$ cat src/rtl/alarm_pkg.sv
// Shared state encoding, BCD field limits and the mode indicator decode for the
// alarm clock mode controller.
package alarm_pkg;

    typedef enum logic [2:0] {
        StClock,
        StSetTh,
        StSetTm,
        StSetAh,
        StSetAm
    } state_e;

    localparam int unsigned HOUR_MAX = 23;
    localparam int unsigned MIN_MAX  = 59;

    function automatic logic [3:0] mode_led_of(state_e s);
        logic [3:0] led;
        case (s)
            StSetTh: led = 4'b0001;
            StSetTm: led = 4'b0010;
            StSetAh: led = 4'b0100;
            StSetAm: led = 4'b1000;
            default: led = 4'b0000;
        endcase
        return led;
    endfunction

endpackage

$ cat src/rtl/bcd_wrap_adjust.sv
// Two-digit BCD increment/decrement with wrap between 00 and MAX. Purely
// combinational; with no request the field passes through unchanged.
module bcd_wrap_adjust #(
    parameter int unsigned MAX = 59
) (
    input  logic       inc,
    input  logic       dec,
    input  logic [2:0] tens,
    input  logic [3:0] units,
    output logic [2:0] next_tens,
    output logic [3:0] next_units
);

    localparam logic [2:0] MaxTens  = 3'(MAX / 10);
    localparam logic [3:0] MaxUnits = 4'(MAX % 10);

    always_comb begin
        next_tens  = tens;
        next_units = units;
        if (inc) begin
            if (tens == MaxTens && units == MaxUnits) begin
                next_tens  = 3'd0;
                next_units = 4'd0;
            end else if (units == 4'd9) begin
                next_tens  = tens + 3'd1;
                next_units = 4'd0;
            end else begin
                next_units = units + 4'd1;
            end
        end else if (dec) begin
            if (tens == 3'd0 && units == 4'd0) begin
                next_tens  = MaxTens;
                next_units = MaxUnits;
            end else if (units == 4'd0) begin
                next_tens  = tens - 3'd1;
                next_units = 4'd9;
            end else begin
                next_units = units - 4'd1;
            end
        end
    end

endmodule

$ cat src/rtl/alarm_mode_controller.sv
// Button-driven mode FSM for a clock with one alarm: time adjust pulses, BCD
// alarm register, and match-edge triggered ringing.
module alarm_mode_controller
    import alarm_pkg::*;
#(
    parameter bit AUTO_SILENCE = 1'b1
) (
    input  logic       clk,
    input  logic       reset,
    input  logic       btn_c,
    input  logic       btn_l,
    input  logic       btn_r,
    input  logic       btn_u,
    input  logic       btn_d,
    input  logic       alarm_en,
    input  logic [2:0] t_hour_tens,
    input  logic [3:0] t_hour_units,
    input  logic [2:0] t_min_tens,
    input  logic [3:0] t_min_units,
    output logic       counter_enable,
    output logic       time_inc,
    output logic       time_dec,
    output logic       time_sel,
    output logic [2:0] a_hour_tens,
    output logic [3:0] a_hour_units,
    output logic [2:0] a_min_tens,
    output logic [3:0] a_min_units,
    output logic       disp_alarm,
    output logic [3:0] mode_led,
    output logic       ringing
);

    state_e     state, state_next;
    logic       consume, inc_req, dec_req;
    logic       match_now, match_q, ring_next;
    logic [2:0] hour_tens_next, min_tens_next;
    logic [3:0] hour_units_next, min_units_next;

    assign match_now = {t_hour_tens, t_hour_units, t_min_tens, t_min_units} ==
                       {a_hour_tens, a_hour_units, a_min_tens, a_min_units};

    // Single-button decode, priority c > l > r > u > d; a press while ringing
    // only silences the buzzer.
    always_comb begin
        state_next = state;
        inc_req    = 1'b0;
        dec_req    = 1'b0;
        consume    = ringing && (btn_c || btn_l || btn_r || btn_u || btn_d);
        if (!consume) begin
            if (btn_c) begin
                state_next = (state == StClock) ? StSetTh : StClock;
            end else if (btn_l) begin
                case (state)
                    StSetTh: state_next = StSetAm;
                    StSetTm: state_next = StSetTh;
                    StSetAh: state_next = StSetTm;
                    StSetAm: state_next = StSetAh;
                    default: state_next = state;
                endcase
            end else if (btn_r) begin
                case (state)
                    StSetTh: state_next = StSetTm;
                    StSetTm: state_next = StSetAh;
                    StSetAh: state_next = StSetAm;
                    StSetAm: state_next = StSetTh;
                    default: state_next = state;
                endcase
            end else if (btn_u) begin
                inc_req = 1'b1;
            end else if (btn_d) begin
                dec_req = 1'b1;
            end
        end
    end

    always_comb begin
        ring_next = ringing;
        if (consume || state_next != StClock || !alarm_en) begin
            ring_next = 1'b0;
        end else if (AUTO_SILENCE && !match_now) begin
            ring_next = 1'b0;
        end else if (state == StClock && match_now && !match_q) begin
            ring_next = 1'b1;
        end
    end

    bcd_wrap_adjust #(
        .MAX (HOUR_MAX)
    ) u_hour_adj (
        .inc        (inc_req && state == StSetAh),
        .dec        (dec_req && state == StSetAh),
        .tens       (a_hour_tens),
        .units      (a_hour_units),
        .next_tens  (hour_tens_next),
        .next_units (hour_units_next)
    );

    bcd_wrap_adjust #(
        .MAX (MIN_MAX)
    ) u_min_adj (
        .inc        (inc_req && state == StSetAm),
        .dec        (dec_req && state == StSetAm),
        .tens       (a_min_tens),
        .units      (a_min_units),
        .next_tens  (min_tens_next),
        .next_units (min_units_next)
    );

    always_ff @(posedge clk) begin
        if (reset) begin
            state          <= StClock;
            counter_enable <= 1'b1;
            time_inc       <= 1'b0;
            time_dec       <= 1'b0;
            time_sel       <= 1'b0;
            disp_alarm     <= 1'b0;
            mode_led       <= 4'b0000;
            ringing        <= 1'b0;
            match_q        <= 1'b0;
            a_hour_tens    <= 3'd0;
            a_hour_units   <= 4'd0;
            a_min_tens     <= 3'd0;
            a_min_units    <= 4'd0;
        end else begin
            state          <= state_next;
            counter_enable <= (state_next == StClock);
            time_inc       <= inc_req && (state == StSetTh || state == StSetTm);
            time_dec       <= dec_req && (state == StSetTh || state == StSetTm);
            time_sel       <= (state_next == StSetTh);
            disp_alarm     <= (state_next == StSetAh || state_next == StSetAm);
            mode_led       <= mode_led_of(state_next);
            ringing        <= ring_next;
            match_q        <= match_now;
            a_hour_tens    <= hour_tens_next;
            a_hour_units   <= hour_units_next;
            a_min_tens     <= min_tens_next;
            a_min_units    <= min_units_next;
        end
    end

endmodule

$ cat config.mk
export PLATFORM = sky130hd
export DESIGN_NAME = alarm_mode_controller
export DESIGN_NICKNAME = d
export VERILOG_FILES = /design/src/rtl/alarm_pkg.sv /design/src/rtl/bcd_wrap_adjust.sv /design/src/rtl/alarm_mode_controller.sv
export SDC_FILE = /design/constraint.sdc
export NUM_CORES = 1
export LEC_CHECK = 0
export CAP_MARGIN = 25
export CELL_PAD_IN_SITES_DETAIL_PLACEMENT = 1
export CELL_PAD_IN_SITES_GLOBAL_PLACEMENT = 2
export CORE_UTILIZATION = 33
export CTS_CLUSTER_DIAMETER = 150
export DETAILED_ROUTE_END_ITERATION = 6
export PLACE_DENSITY = 0.88
export SYNTH_ARGS = -nofsm -noshare
export SYNTH_HDL_FRONTEND = slang
export SYNTH_HIERARCHICAL = 1
export SYNTH_SLANG_ARGS = --single-unit
$ cat constraint.sdc
create_clock -name clk -period 3.96 [get_ports clk]
set_clock_uncertainty 0.15 [all_clocks]
set_input_delay 0.792 -clock clk [delete_from_list [all_inputs] [get_ports clk]]
set_output_delay 0.792 -clock clk [all_outputs]
set_load 0.02 [all_outputs]
==> results of run 1 <==
[layout make-up]
type	instances	area (sq um)	area share (%)
clock buffers	3	41.3	1.51
inverters	15	56.3	2.06
multi-input cells	192	1470	53.5
well taps	77	96.3	3.52
flip-flops and latches	28	561	20.5
clock inverters	1	30.0	1.10
repair buffers	50	488	17.8
[worst paths after layout]
| path | from | endpoint | cells past startpoint |
|---|---|---|---|
| max | btn_c | a_min_units[3]$_SDFF_PP0_ | 9 |
| min | a_hour_tens[2]$_SDFF_PP0_ | a_hour_tens[2]$_SDFF_PP0_ | 2 |
| max reg2reg | state[2]$_SDFF_PP0_ | a_min_units[3]$_SDFF_PP0_ | 8 |
| min reg2reg | a_hour_tens[2]$_SDFF_PP0_ | a_hour_tens[2]$_SDFF_PP0_ | 2 |
[metrics by stage]
stage,std cells,setup WS [ps]
CTS,366,767
detailed placement,362,460
finish,366,758
floorplan,245,1130
global placement,362,569
global route,366,586
[logic make-up (layout without fill, tap and decap cells)]
kind of cell | Yosys count | after routing | synth area share [%]
compound gates | 51 | 51 | 21.3
xor+xnor | 16 | 16 | 6.52
fa+ha+maj | 15 | 15 | 8.73
buf+inv | 25 | 69 | 5.76
flops | 28 | 28 | 26.1
mux | 8 | 8 | 3.96
simple gates | 102 | 102 | 27.7
[cell usage in the layout (no fill, tap or decap), drive strengths merged, types with 4 or more instances in the layout]
cell type,synthesis,routed
a21oi,6,6
nor2b,18,18
o21a,6,6
nor2,18,18
ha,15,15
o211ai,5,5
xnor2,14,14
buf,8,5
nor3,8,8
nand3,11,11
nand2,14,14
dfxtp,28,28
inv,15,15
nand4,4,4
nand3b,4,4
nand2b,5,5
mux2i,7,7
clkdlybuf4s50,0,45
o21ai,8,8
[registers in the layout, summed over array words and instances (netlist names)]
| signal | count |
|---|---|
| a_min_tens | 3 |
| a_hour_tens | 3 |
| counter_enable | 1 |
| ringing | 1 |
| match_q | 1 |
| a_hour_units | 4 |
| time_sel | 1 |
| disp_alarm | 1 |
| time_dec | 1 |
| mode_led | 4 |
| time_inc | 1 |
| a_min_units | 4 |
| state | 3 |
[critical path, delay by kind of cell]
family / cells / cell delay, ps
AND/OR/NAND/NOR: 5 / 1450
AO/OA/AOI/OAI: 2 / 330
buffers and inverters: 2 / 640
[report_power, final]
| group | internal, W | switching (W) |
|---|---|---|
| clock | 0.000135 | 0.0000983 |
| sequential | 0.000286 | 0.00000547 |
| combinational | 0.0000424 | 0.0000329 |
[layer usage]
layer	vias to the layer above	wire (um)	GRT usage, %
met5	-	0	0
met4	0	4	1.21
met3	2	205	3.08
met2	38	2630	29.5
met1	927	2800	25.0
li1	970	-	-
==> impl_metrics.yaml, run 1 <==
detailed_routing:
  vias: 1937
  wl_um: 5630
  wl_per_cell_um: 15.4
  ant_nets: 0
  via_per_inst: 5.29
  drc_errors: 0
  drt_first_pass_iters: 4
  initialDrtViolationCount: 71
clock_tree:
  post_cts_resized: 0
  cts_tree: "built"
  clock-sinks: 28
  ctsLongestPathBuffers: 2
  post_cts_buffers: 0
  h-tree-depth: 1
  holdBufCountCts: 0
  clock_latency_ps: 280
  numCtsBuffers: 3
  root_buffer: "clkbuf_8"
  clkTransAtPathRegs_ps: 110
worst_setup_path:
  cp_max_fo: 7
  rrSetupSlack_ps: 1360
  critPathArrivalTime_ps: 3210
  path_class: "in2reg"
  critPathSlowestCell: "clkdlybuf4s50_1"
  critical_path.max_stage_delay_ps: 570
  crit_required_ps: 3970
  cp-start-kind: "input pin"
  cp_cell_sequence: "clkdlybuf4s50_1 -> nor4_1 -> nand3b_1 -> nor2_1 -> inv_2 -> or4_4 -> a221oi_2 -> a21oi_1 -> nor2b_1"
  cp-end-kind: "register"
power_and_ir_drop:
  power_density_mw_per_mm2: 219
  finalPower_w: 0.000600
  p_leak_nw: 0.979
  vdd_drop_max_mv: 0.133
timing:
  setup_violations: 0
  finalCritPeriodShare_pct: 80.9
  min_period_ps: 3200
  slew_headroom_pct: 62.5
  setup_tns_ps: 0
  holdWs_ps: 569
  tightest_slew_ps: 562
  rsz0062_at_grt: "no"
  hold_viol: 0
  slew_viol_final: 0
  clock.fmax_mhz: 312
die:
  pin_count: 46
  start_util_pct: 34.1
  die_h_um: 82.7
  core.rowCount: 29
  die_area_sq_mm: 0.00684
  design.core.area_sq_mm: 0.00631
  die_w_um: 82.7
outcome:
  status: "completed"
place:
  hpwl_um: 4200
  gp_congestion: 0.769
  place_area_sq_mm: 0.00267
  port_buffers: 45
grt:
  gr-total-overflow: 0
  grt_start_max_net_pins: 17
  grt_pass1_wl_um: 9450
  track_usage_pct: 17.8
  grt_pass1_vias: 1939
  grt_antenna_before_repair: 0
logic_synthesis:
  ys_async_sr_fraction_pct: 0
  synth.top_cells.by_area: "dfxtp_1 (26%), ha_1 (8.7%), xnor2_1 (5.7%), nor2b_1 (4.9%), mux2i_1 (3.3%)"
  yosys.area.top_type: "dfxtp_1"
  synth-main-ff-cell: "dfxtp_1"
  ys_warn_count: 6
  synth-edff-count: 0
  syn_nets: 282
  synth_seq_cells: 28
  ys_seq_area_share_pct: 26.1
  syn_inst: 245
  netlist_area_sq_mm: 0.00215
  synth_common_cells: "dfxtp_1 (28), nor2_1 (18), nor2b_1 (17)"
  syn_area_per_cell_sq_um: 8.78
  yosysMostFrequentCell: "dfxtp_1"
  synth.distinct_cells: 59
  synth_top_cell_area_share_pct: 26.1
worst_hold_path:
  holdCritPathClass: "reg2reg"
layout:
  area_delta_synth_final_pct: 27.3
  n_antenna_cell: 0
  final_layout_size_suffix_gt1_share_pct: 9.69
  layout.nets: 327
  final_util_pct: 43.4
  fillers: 762
  design_area_sq_mm: 0.00274
run:
  cap_violations: 0
Note: power is estimated with default switching activity, not from simulation.
==> run 2, diff against run 1 <==
--- a/config.mk
+++ b/config.mk
@@ -8,10 +8,10 @@
 export CAP_MARGIN = 25
 export CELL_PAD_IN_SITES_DETAIL_PLACEMENT = 1
 export CELL_PAD_IN_SITES_GLOBAL_PLACEMENT = 2
-export CORE_UTILIZATION = 33
+export CORE_UTILIZATION = 30
 export CTS_CLUSTER_DIAMETER = 150
 export DETAILED_ROUTE_END_ITERATION = 6
-export PLACE_DENSITY = 0.88
+export PLACE_DENSITY = 0.81
 export SYNTH_ARGS = -nofsm -noshare
 export SYNTH_HDL_FRONTEND = slang
 export SYNTH_HIERARCHICAL = 1
==> constraint.sdc (replaced) <==
create_clock -name clk -period 3.3 [get_ports clk]
set_clock_uncertainty 0.15 [all_clocks]
set_input_delay 0.66 -clock clk [delete_from_list [all_inputs] [get_ports clk]]
set_output_delay 0.66 -clock clk [all_outputs]
set_load 0.02 [all_outputs]
==> impl_metrics.yaml, run 2 (synthesis results as in run 1) <==
layout:
  layout.nets: 330
  mostFrequentLayoutCells: "clkdlybuf4s50_1 (45), dfxtp_1 (28), nor2_1 (18)"
  fillers: 805
  finalNonFillerCells: 388
  area_delta_synth_final_pct: 29.5
  final_common_cell: "clkdlybuf4s50_1"
  n_antenna_cell: 0
  final_layout_size_suffix_gt1_share_pct: 10.6
  top_regs: "a_hour_units: 4 flops, a_min_units: 4 flops, mode_led: 4 flops"
  final_util_pct: 40.5
die:
  die_h_um: 86.7
  pin_count: 46
  core.rowCount: 30
  die_w_um: 86.7
  design.core.area_sq_mm: 0.00687
  start_util_pct: 31.3
  die_area_sq_mm: 0.00751
timing:
  slew_viol_final: 0
  min_period_ps: 2830
  slew_headroom_pct: 66.3
  tightest_slew_ps: 505
  finalCritPeriodShare_pct: 85.6
  rsz0062_at_grt: "no"
  holdWs_ps: 550
  setup_tns_ps: 0
  setup_violations: 0
  hold_viol: 0
  clock.fmax_mhz: 354
worst_setup_path:
  cp-end-kind: "register"
  critPathArrivalTime_ps: 2860
  ff2ff_path_depth: 8
  cp-start-kind: "input pin"
  reg2reg_to: "a_min_units[3]$_SDFF_PP0_"
  rrSetupSlack_ps: 770
  crit_required_ps: 3330
  path_class: "in2reg"
  cp_max_fo: 3
  critical_path.reg2reg.startpoint: "state[2]$_SDFF_PP0_"
clock_tree:
  h-tree-depth: 1
  numCtsBuffers: 3
  root_buffer: "clkbuf_8"
  holdBufCountCts: 0
  cts_tree: "built"
  clock_latency_ps: 280
  post_cts_resized: 0
  clkTransAtPathRegs_ps: 110
  ctsLongestPathBuffers: 2
  clock-sinks: 28
  post_cts_buffers: 0
place:
  hpwl_um: 4100
  dp_cells: 384
  port_buffers: 45
  gp_congestion: 0.767
run:
  cap_violations: 0
worst_hold_path:
  hold_path_end: "a_hour_tens[2]$_SDFF_PP0_"
  whs_path_depth: 2
  hold_start: "a_hour_tens[2]$_SDFF_PP0_"
  holdCritPathClass: "reg2reg"
detailed_routing:
  drc_errors: 0
  highest_layer: "met4"
  wl_met3_um: 204
  ant_nets: 0
  wl_um: 5450
  wl_met1_um: 2690
  via_per_inst: 4.98
  routed-wl-met2_um: 2540
  vias: 1931
  wl_per_cell_um: 14.1
  initialDrtViolationCount: 42
  drt_first_pass_iters: 4
outcome:
  status: "completed"
power_and_ir_drop:
  vdd_drop_max_mv: 0.141
  p_leak_nw: 0.993
  power_density_mw_per_mm2: 259
grt:
  track_usage_pct: 15.3
  gr-total-overflow: 0
  grt_pass1_wl_um: 9220
  grt_antenna_before_repair: 0
  grt_start_max_net_pins: 17
  grt_pass1_vias: 1968
==> run 2: cell types whose count changed in the layout (fill, tap and decap cells not counted), sizes merged <==
cell,delta
buf,+3
==> run 2: per-layer routing <==
layer	track usage (%)	vias up
met5	0	-
met4	1.82	0
met3	2.57	4
met2	26.6	34
met1	20.3	919
li1	-	974
==> run 2: layout make-up <==
type	count	area (sq um)	share of cell area [%]
Multi-Input combinational cell	192	1470	52.7
Sequential cell	28	561	20.1
Clock buffer	3	41.3	1.48
Inverter	15	56.3	2.02
Clock inverter	1	30.0	1.08
Tap cell	96	120	4.31
Timing Repair Buffer	53	510	18.3
==> run 2: critical path, stage by stage <==
cell and delay [ps]:
clkdlybuf4s50_1 420, nor4_1 350, nand3b_1 190, nor2_1 200, inv_2 60, or4_4 510
a221oi_2 280, a21oi_1 50, nor2b_1 130
==> run 2: where the power goes <==
group          internal [W]  switching (W)
clock network      0.000163       0.000119
registers          0.000343     0.00000625
logic             0.0000531      0.0000387
==> run 2: stage by stage <==
| stage | power [W] | area (sq um) | worst slack (ps) |
|---|---|---|---|
| 6_report | 0.000722 | 2790 | 475 |
| 3_3_place_gp | 0.000449 | 2710 | 201 |
| 5_1_grt | 0.000750 | 2790 | 266 |
| 3_5_place_dp | 0.000450 | 2710 | 167 |
| 4_1_cts | 0.000730 | 2790 | 459 |
| 2_1_floorplan | 0.000403 | 2150 | 599 |
==> run 2: worst max path at each step <==
stage                from                    endpoint  slack, ps  cells after the start
detailed placement  btn_c   a_min_units[3]$_SDFF_PP0_        170                      9
floorplan           btn_l   a_min_units[3]$_SDFF_PP0_        600                      9
global placement    btn_c  a_hour_units[3]$_SDFF_PP0_        200                      9
CTS                 btn_c   a_min_units[3]$_SDFF_PP0_        460                      9
global route        btn_c  a_hour_units[3]$_SDFF_PP0_        270                      9
finish              btn_c   a_min_units[3]$_SDFF_PP0_        470                      9
==> run 3, diff against run 2 <==
--- a/config.mk
+++ b/config.mk
@@ -11,6 +11,7 @@
 export CORE_UTILIZATION = 30
 export CTS_CLUSTER_DIAMETER = 150
 export DETAILED_ROUTE_END_ITERATION = 6
+export GPL_ROUTABILITY_DRIVEN = 0
 export PLACE_DENSITY = 0.81
 export SYNTH_ARGS = -nofsm -noshare
 export SYNTH_HDL_FRONTEND = slang
==> results of run 3 <==
No change in the layout: final DEF, timing and power equal those of run 2.
